**src/rtl/atm_pin_entry_pkg.sv**
```systemverilog
// Shared ATM definitions: FSM encodings, keypad codes, PIN geometry and the
// BCD slot-placement helper used by the PIN entry block.
package atm_pin_entry_pkg;

  localparam int TIMEOUT_DEFAULT = 1000;

  localparam logic [2:0] PIN_DIGITS = 3'd4;

  localparam logic [3:0] KEY_DIGIT_MAX = 4'h9;
  localparam logic [3:0] KEY_CLEAR     = 4'hA;
  localparam logic [3:0] KEY_ENTER     = 4'hB;
  localparam logic [3:0] KEY_CANCEL    = 4'hC;

  localparam logic [2:0] ST_IDLE    = 3'd0;
  localparam logic [2:0] ST_COLLECT = 3'd1;
  localparam logic [2:0] ST_CHECK   = 3'd2;
  localparam logic [2:0] ST_DONE    = 3'd3;
  localparam logic [2:0] ST_ABORTED = 3'd4;

  // Slot 0 is the first digit typed and lives in the most significant nibble.
  function automatic logic [15:0] place_digit(input logic [15:0] pin_buf,
                                              input logic [2:0]  slot,
                                              input logic [3:0]  digit);
    logic [15:0] result;
    result = pin_buf;
    case (slot)
      3'd0:    result[15:12] = digit;
      3'd1:    result[11:8]  = digit;
      3'd2:    result[7:4]   = digit;
      3'd3:    result[3:0]   = digit;
      default: result = pin_buf;
    endcase
    return result;
  endfunction

endpackage

```
**src/rtl/atm_key_timer.sv**
```systemverilog
// Clearable keypad inactivity counter; raises timeout combinationally on the
// cycle whose closing edge would be the TIMEOUT_CYCLES-th idle edge.
module atm_key_timer #(
  parameter int TIMEOUT_CYCLES = 1000
) (
  input  logic clk,
  input  logic reset_n,
  input  logic en,
  input  logic clr,
  output logic timeout
);

  localparam int TW = $clog2(TIMEOUT_CYCLES) + 1;
  localparam logic [TW-1:0] LIMIT = TW'(TIMEOUT_CYCLES - 1);

  logic [TW-1:0] count;

  // Saturates at LIMIT so the counter can never wrap while enabled.
  always_ff @(posedge clk or negedge reset_n) begin
    if (!reset_n) begin
      count <= '0;
    end else if (clr) begin
      count <= '0;
    end else if (en && (count != LIMIT)) begin
      count <= count + TW'(1);
    end
  end

  assign timeout = en && !clr && (count == LIMIT);

endmodule

```
**src/rtl/atm_pin_entry.sv**
```systemverilog
// ATM keypad PIN entry: collects four BCD digits after card insertion,
// compares against the card's reference PIN and reports a held verdict.
module atm_pin_entry
  import atm_pin_entry_pkg::*;
#(
  parameter int TIMEOUT_CYCLES = TIMEOUT_DEFAULT
) (
  input  logic        clk,
  input  logic        reset_n,
  input  logic        card_present,
  input  logic        key_valid,
  input  logic [3:0]  key_code,
  input  logic [15:0] stored_pin,
  output logic [15:0] pin_input,
  output logic [2:0]  digit_count,
  output logic        pin_valid,
  output logic        correct_pin,
  output logic        pin_error,
  output logic        abort,
  output logic        busy,
  output logic [2:0]  fsm_state
);

  logic [2:0] state;
  logic       is_digit;
  logic       key_accept;
  logic       timer_en;
  logic       timer_clr;
  logic       timeout;

  // Reserved codes (0xD-0xF) are not "accepted" and so do not reset the timer.
  assign is_digit   = (key_code <= KEY_DIGIT_MAX);
  assign key_accept = key_valid && (key_code <= KEY_CANCEL);
  assign timer_en   = (state == ST_COLLECT);
  assign timer_clr  = !card_present || (state != ST_COLLECT) || key_accept;
  assign fsm_state  = state;

  atm_key_timer #(
    .TIMEOUT_CYCLES(TIMEOUT_CYCLES)
  ) u_key_timer (
    .clk    (clk),
    .reset_n(reset_n),
    .en     (timer_en),
    .clr    (timer_clr),
    .timeout(timeout)
  );

  always_ff @(posedge clk or negedge reset_n) begin
    if (!reset_n) begin
      state       <= ST_IDLE;
      pin_input   <= '0;
      digit_count <= '0;
      pin_valid   <= 1'b0;
      correct_pin <= 1'b0;
      pin_error   <= 1'b0;
      abort       <= 1'b0;
      busy        <= 1'b0;
    end else begin
      pin_valid <= 1'b0;
      pin_error <= 1'b0;
      abort     <= 1'b0;
      // Card removal wins over everything, including a key on the same edge.
      if (!card_present) begin
        state       <= ST_IDLE;
        pin_input   <= '0;
        digit_count <= '0;
        correct_pin <= 1'b0;
        busy        <= 1'b0;
      end else begin
        case (state)
          ST_IDLE: begin
            state       <= ST_COLLECT;
            pin_input   <= '0;
            digit_count <= '0;
            correct_pin <= 1'b0;
            busy        <= 1'b1;
          end
          ST_COLLECT: begin
            if (key_accept) begin
              if (is_digit) begin
                if (digit_count < PIN_DIGITS) begin
                  pin_input   <= place_digit(pin_input, digit_count, key_code);
                  digit_count <= digit_count + 3'd1;
                end
              end else if (key_code == KEY_CLEAR) begin
                pin_input   <= '0;
                digit_count <= '0;
              end else if (key_code == KEY_ENTER) begin
                if (digit_count == PIN_DIGITS) begin
                  state <= ST_CHECK;
                end else begin
                  pin_error   <= 1'b1;
                  pin_input   <= '0;
                  digit_count <= '0;
                end
              end else begin
                abort       <= 1'b1;
                state       <= ST_ABORTED;
                pin_input   <= '0;
                digit_count <= '0;
                busy        <= 1'b0;
              end
            end else if (timeout) begin
              abort       <= 1'b1;
              state       <= ST_ABORTED;
              pin_input   <= '0;
              digit_count <= '0;
              busy        <= 1'b0;
            end
          end
          ST_CHECK: begin
            correct_pin <= (pin_input == stored_pin);
            pin_valid   <= 1'b1;
            state       <= ST_DONE;
            busy        <= 1'b0;
          end
          ST_DONE: begin
            busy <= 1'b0;
          end
          ST_ABORTED: begin
            correct_pin <= 1'b0;
            busy        <= 1'b0;
          end
          default: begin
            state       <= ST_IDLE;
            pin_input   <= '0;
            digit_count <= '0;
            correct_pin <= 1'b0;
            busy        <= 1'b0;
          end
        endcase
      end
    end
  end

endmodule

```
**config.mk**
```make
export PLATFORM = sky130hd
export DESIGN_NAME = atm_pin_entry
export DESIGN_NICKNAME = d
export VERILOG_FILES = /design/src/rtl/atm_pin_entry_pkg.sv /design/src/rtl/atm_key_timer.sv /design/src/rtl/atm_pin_entry.sv
export SDC_FILE = /design/constraint.sdc
export NUM_CORES = 1
export LEC_CHECK = 0
export CORE_UTILIZATION = 49
export CTS_BUF_LIST = sky130_fd_sc_hd__clkbuf_16
export DETAILED_ROUTE_END_ITERATION = 8
export GPL_ROUTABILITY_DRIVEN = 0
export PLACE_DENSITY = 0.79
export SYNTH_ARGS = -nofsm -noshare
export SYNTH_HDL_FRONTEND = slang
export SYNTH_SLANG_ARGS = --single-unit
```
**constraint.sdc**
```tcl
create_clock -name clk -period 2 [get_ports clk]
set_input_delay 0.4 -clock clk [delete_from_list [all_inputs] [get_ports clk]]
set_output_delay 0.4 -clock clk [all_outputs]
set_load 0.01 [all_outputs]
```
# After elaboration in Yosys (flattened, before gate mapping)
# Index checks and enable logic that the tools add are counted.
# W data, S select, Z words.
[word_totals]
output_inout_bits = 27
register_bits = 38
in_bits = 24
wordCells = 123
[op_classes]
mux = 57
n_addsub = 2
reduce_logical = 21
eq_ne = 28
magnitude_cmp = 3
[ops]
columns = ["cell", "n"]
rows = [
  ["$mux W16", 8],
  ["$mux W3", 15],
  ["$pmux W16 S2", 1],
  ["$ne A5 B5 Y1 const B", 6],
  ["$reduce_and A5 Y1", 5],
  ["$mux W1", 23],
  ["$mux W11", 2],
  ["$eq A16 B16 Y1", 1],
  ["$mux W4", 4],
  ["$ne A4 B4 Y1 const B", 4],
  ["$eq A3 B2 Y1 const B", 4],
  ["$pmux W3 S4", 1],
  ["$add A11 B1 Y11 const B", 1],
  ["$eq A11 B10 Y1 const B", 1],
  ["$ne A11 B10 Y1 const B", 1],
  ["$eq A4 B4 Y1 const B", 2],
  ["$le A4 B4 Y1 const B", 2],
  ["$reduce_and A4 Y1", 2],
  ["$ne A7 B7 Y1 const B", 1],
  ["$eq A3 B1 Y1 const B", 2],
  ["$eq A3 B3 Y1 const B", 2],
  ["$logic_not A3 Y1", 2],
  ["$ne A2 B2 Y1 const B", 3],
  ["$pmux W3 S2", 1],
  ["10 further kinds", 17],
]

# Logic depth before layout (Yosys ltp)
# Gate-level depths: netlist of the first run.
[logic_depth]
depth_word = 10
depth_mapped = 7
mapped_depth_nobuf = 7

# Cells and area by module
# A second synthesis of the first run with hierarchy kept.
[hier_totals]
hier_cells = 197
hier_area_um2 = 2143.3
[by_module_without_submodules]
columns = ["module", "seq_area_each_um2", "cells_per_inst", "instances", "area_each_um2"]
rows = [
  ["atm_pin_entry", 675.6, 138, 1, 1559.0],
  ["atm_key_timer", 275.3, 59, 1, 584.3],
]

# Worst setup path before layout of the first run
# OpenSTA, ideal clock, no wires.
[synth_timing]
path_type = "flip-flop to flip-flop"
startpoint = "register digit_count[0]"
endpoint = "register pin_input[15]"
period_less_slack_ns = 1.933
arrival_time_ns = 1.806
path_slack_ns = 0.067
n_path_buf = 0
path_stages_with_launch = 8
cell_sequence = "dfrtp_1 inv_1 ha_1 and3b_2 o2111ai_1 o211a_4 o21ai_2 mux2_1"
[synth_via]
elab_chain_len = 3
elab_cells_between_ends = 7
[synth_rtl]
columns = ["item", "line_no", "rtl"]
rows = [
  ["start: declaration", "atm_pin_entry.sv:15", "output logic [2:0] digit_count,"],
  ["start signal: assignment", "atm_pin_entry.sv:83", "digit_count <= digit_count + 3'd1;"],
  ["$lt A3 B3 Y1, or another cell as far along", "atm_pin_entry.sv:81", "if (digit_count < PIN_DIGITS) begin"],
  ["$ne A5 B5 Y1 (no line) / $ne A7 B7 Y1 (equally long branches)", "--", ""],
  ["$reduce_and A5 Y1 (no line) *", "--", ""],
  ["end signal: assignment", "atm_pin_entry.sv:82", "pin_input <= place_digit(pin_input, digit_count, key_code);"],
  ["end: declaration", "atm_pin_entry.sv:14", "output logic [15:0] pin_input,"],
]
# Mark *: on every way between the ends. The rest lies on a longest branch, timed or not.
# A chain may end at the register's enable or synchronous reset.

# Worst setup path in the final report of the first run
[layout_timing]
startpoint = "input port key_code[3]"
endpoint = "register pin_input[0]"
[layout_via]
elab_chain_len = 8
elab_cells_between_ends = 20
[layout_rtl]
columns = ["item", "line_no", "rtl"]
rows = [
  ["start: declaration", "atm_pin_entry.sv:12", "input logic [3:0] key_code,"],
  ["$le A4 B4 Y1", "atm_pin_entry.sv:33", "assign key_accept = key_valid && (key_code <= KEY_CANCEL);"],
  ["$logic_and A1 B1 Y1", "atm_pin_entry.sv:33", ""],
  ["$logic_or A1 B1 Y1", "atm_pin_entry.sv:35", "assign timer_clr = !card_present || (state != ST_COLLECT) || key_accept;"],
  ["$logic_not A1 Y1", "atm_key_timer.sv:29", "assign timeout = en && !clr && (count == LIMIT);"],
  ["$logic_and A1 B1 Y1 (2 in series)", "atm_key_timer.sv:29", ""],
  ["$ne A4 B4 Y1 (no line)", "--", ""],
  ["$reduce_and A5 Y1 (no line)", "--", ""],
]
# Parallel ways exist; a longest one is shown, timed or not.

==> summary.md, run 1 <==
| Metric | Value |
|---|---|
| LEAKAGE | around 1.3 nW |
| Layout area overhead | 45.44% |
| Crit share post-route | 0.9999 |
| Area of the die | ~4600 um2 |
| Gr usage total | 0.2788 |
| Highest metal used | met4 |
| Flops & latches, synth | 38 |
| Number of flops mapped to enable cells by yosys | 0 |
| PortBufs | 50 |
| Synth top area cells | dfrtp_1 (45%), xnor2_1 (6.3%), a32o_1 (4.3%) |
| Register-to-Register Path Depth | 8 |
| Initial DRC count | 78 |
| Effective utilization at floorplan | 0.5177 |
| Ys async rst share | 1.000 |
| H-tree levels | 2 |
| Met3 WL post-DR | 296 um |
| Startpoint class of the critical path | primary input |
| Synth Area in Adders | 0.03574 |
| Largest net degree at the start of global routing | 21 |
| First-pass GRT wire length | 9.252 mm |
| CTS Root Cell | clkbuf_16 |
| Register area share after synthesis | 0.4527 |
| Fin util | 0.7530 |
| CTS Hold Bufs | 0 |
| Ports | 51 |
| Die Span Y | 67.48 um |
| Syn Inst Count | 198 |
| CP Max Fanout | 5 |
| Syn avg cell area | ~11 um2 |
| Max cap viols | 0 |
| Status | complete, no violations |
| Share of cells above drive strength 1 | 0.2133 |
| # diodes | 0 |
| Final clock skew | 0.002554 ns |
| Crit Path Class | primary input to flop |
| Chip Width | 67.48 um |
| Worst hold path type | primary input to async pin |
| CTS sink cnt | 38 |
| Simple-gate area share of the yosys netlist | 0.2055 |
| Slew Viols, Final | 0 |
| Post-synthesis xor/xnor area fraction | 0.09589 |
| Routed WL | 5.653 mm |
| Yosys top cell area share | 0.4527 |
| Synth area leader | dfrtp_1 |
| Worst setup EP type | flop |
| CTS tree | yes |
| Routed len/inst | between 15 and 20 um |
| Synth cell count leaders | dfrtp_1 (38), nand2_1 (19), xnor2_1 (15) |
| Final setup violating endpoints | 0 |
| YS warnings | 0 |
| Fin. Hold Viols | 0 |
| Hold WS | between 0.07 and 0.08 ns |
| Clk_lat worst skew | roughly 0.28 ns |
| Cell Area, Synth | roughly 2100 um2 |
| Drt first pass iters | 4 |
| Fillers | 298 |
| CP required | 2.17 ns |
| Net count, final | 317 |
| CTS Buffer Depth | 2 |
| Overall power | 2.260 mW |
| Vias in the first global route | a little under 2k |
| Core Footprint | about 4000 um2 |
| Max-slew headroom | 0.6833 |
| Via density | 5.720 |
| Post-synthesis cell type count | 49 |
| Maximum clock rate | 500.0 MHz |
| Routed met2 length | 2.840 mm |
| Largest family of logic cells by synthesized area | simple AND/OR/NAND/NOR gates |
| Detailed placement HPWL | 4.203 mm |
| Power Dens Cells | ~740 nW/um2 |
| Met1 wire length | 2.401 mm |
| Remaining Overflow, GRT | 0 |
| Total CTS buffers | 5 |
| DR vias | 1,922 |
| Net Count, Synth | 228 |
| FP Rows | 23 |
| Worst-Margin Slew | about 0.48 ns |
| RSZ-0062 raised after global routing | yes |
| Clock Pin Slew Worst Setup and Hold Paths | 0.05 ns |
| Crit path DAT | 2.17 ns |
| Ys flop type | dfrtp_1 |
| Compound-Gate Fraction of Synth Area | 0.1656 |
| Most numerous cell in the Yosys netlist | dfrtp_1 |
| Tmin final | 2.000 ns |
| Post-route ant nets | 0 |
| Max VDD drop | 499.4 uV |
| DRC | 0 |
| Initial antenna violation count | 0 |
| Post-synthesis mux area share | 0.02144 |
## through the flow
| step | instance area [um2] | setup TNS [ns] | instances | worst slack (ns) |
|---|---|---|---|---|
| 2_1_floorplan | 2101 | 0 | 198 | 0.06686 |
| 5_1_grt | 3055 | -0.3348 | 336 | -0.07675 |
| 4_1_cts | 3033 | 0 | 335 | 0.02184 |
| 3_3_place_gp | 2904 | -2.471 | 329 | -0.1597 |
| 3_5_place_dp | 2904 | -3.441 | 329 | -0.2485 |
| 6_report | 3055 | 0 | 336 | 0.0001743 |
## repair_timing
item                       4_1_cts  5_1_grt
buffers inserted                 0        2
gates resized for setup          1        5
setup endpoints to repair        4       17
pin swaps                        0        3
## worst max-delay path: stages
cell and delay (ns):
clkdlybuf4s50_1 0.54, o21ai_1 0.16, o2111ai_1 0.34, o211a_4 0.25, o21ai_2 0.07, buf_4 0.15, a22o_2 0.24
## placed cells by master, fill, tap and decap left out, types with 3 or more instances in the layout
cell type / Yosys / final
nor2b_1: 3 / 3
nand3_1: 8 / 8
xnor2_1: 15 / 15
mux2_1: 4 / 4
nor2_1: 13 / 13
o21ai_0: 7 / 5
xor2_1: 8 / 8
buf_4: 1 / 35
clkdlybuf4s50_1: 0 / 48
nand4_1: 6 / 6
dfrtp_1: 38 / 38
and3_1: 3 / 3
a32o_1: 9 / 9
o21ai_2: 4 / 4
a21oi_1: 4 / 4
nand2_1: 19 / 19
o21ai_1: 1 / 3
o211ai_1: 4 / 4
ha_1: 6 / 5
clkbuf_16: 0 / 5
inv_1: 5 / 5
nor3_1: 5 / 5
a22o_2: 4 / 4
## cell families after synthesis
family | Yosys count
and+or+nand+nor | 75
muxes | 4
xor gates and xnor gates | 23
AOI/OAI and AO/OA | 43
adders and majority gates | 6
DFF | 38
buffers and inverters | 9
## layer usage
layer / up-vias / GRT usage
met2: 49 / 0.4678
met1: 944 / 0.3355
met3: 15 / 0.07264
met4: 0 / 0.1170
met5: - / 0
li1: 914 / -
## flip-flops by register name (all words and copies together), names as in the netlist, 3 cells and up
register and flops:
digit_count 3, fsm_state 3, pin_input 16, u_key_timer.count 11
## report_power, final
group	switching (mW)	leakage [nW]	internal [mW]
clock network	0.281	0.0632	0.443
logic	0.306	0.724	0.355
registers	0.0635	0.526	0.812
## area by class of cell
type                            count  area [um2]  share of cell area
Sequential cell                    38       950.9              0.3112
Multi-Input combinational cell    151        1114              0.3645
Timing Repair Buffer               86       780.7              0.2555
Clock buffer                        5       125.1             0.04095
Clock inverter                      1       3.754            0.001229
Inverter                            5       18.77            0.006143
Tap cell                           50       62.56             0.02048
## path summary, 6_finish.rpt
kind	startpoint	to	slack, ns
min	reset_n	pin_input[6]$_DFFE_PN0P_	0.07
max	key_code[3]	pin_input[0]$_DFFE_PN0P_	0.0002
max in group asynchronous	reset_n	u_key_timer.count[2]$_DFFE_PN0P_	1.47
min reg2reg	correct_pin$_DFFE_PN0P_	correct_pin$_DFFE_PN0P_	0.52
max reg2reg	digit_count[0]$_DFFE_PN0P_	pin_input[0]$_DFFE_PN0P_	0.0002
min in group clk	correct_pin$_DFFE_PN0P_	correct_pin$_DFFE_PN0P_	0.52
(Power assumes the default switching activity.)
==> run 2, diff against run 1 <==
CAP_MARGIN = 20   (was default)
==> results of run 2 <==
Final layout, timing and power as in run 1 (identical DEF).
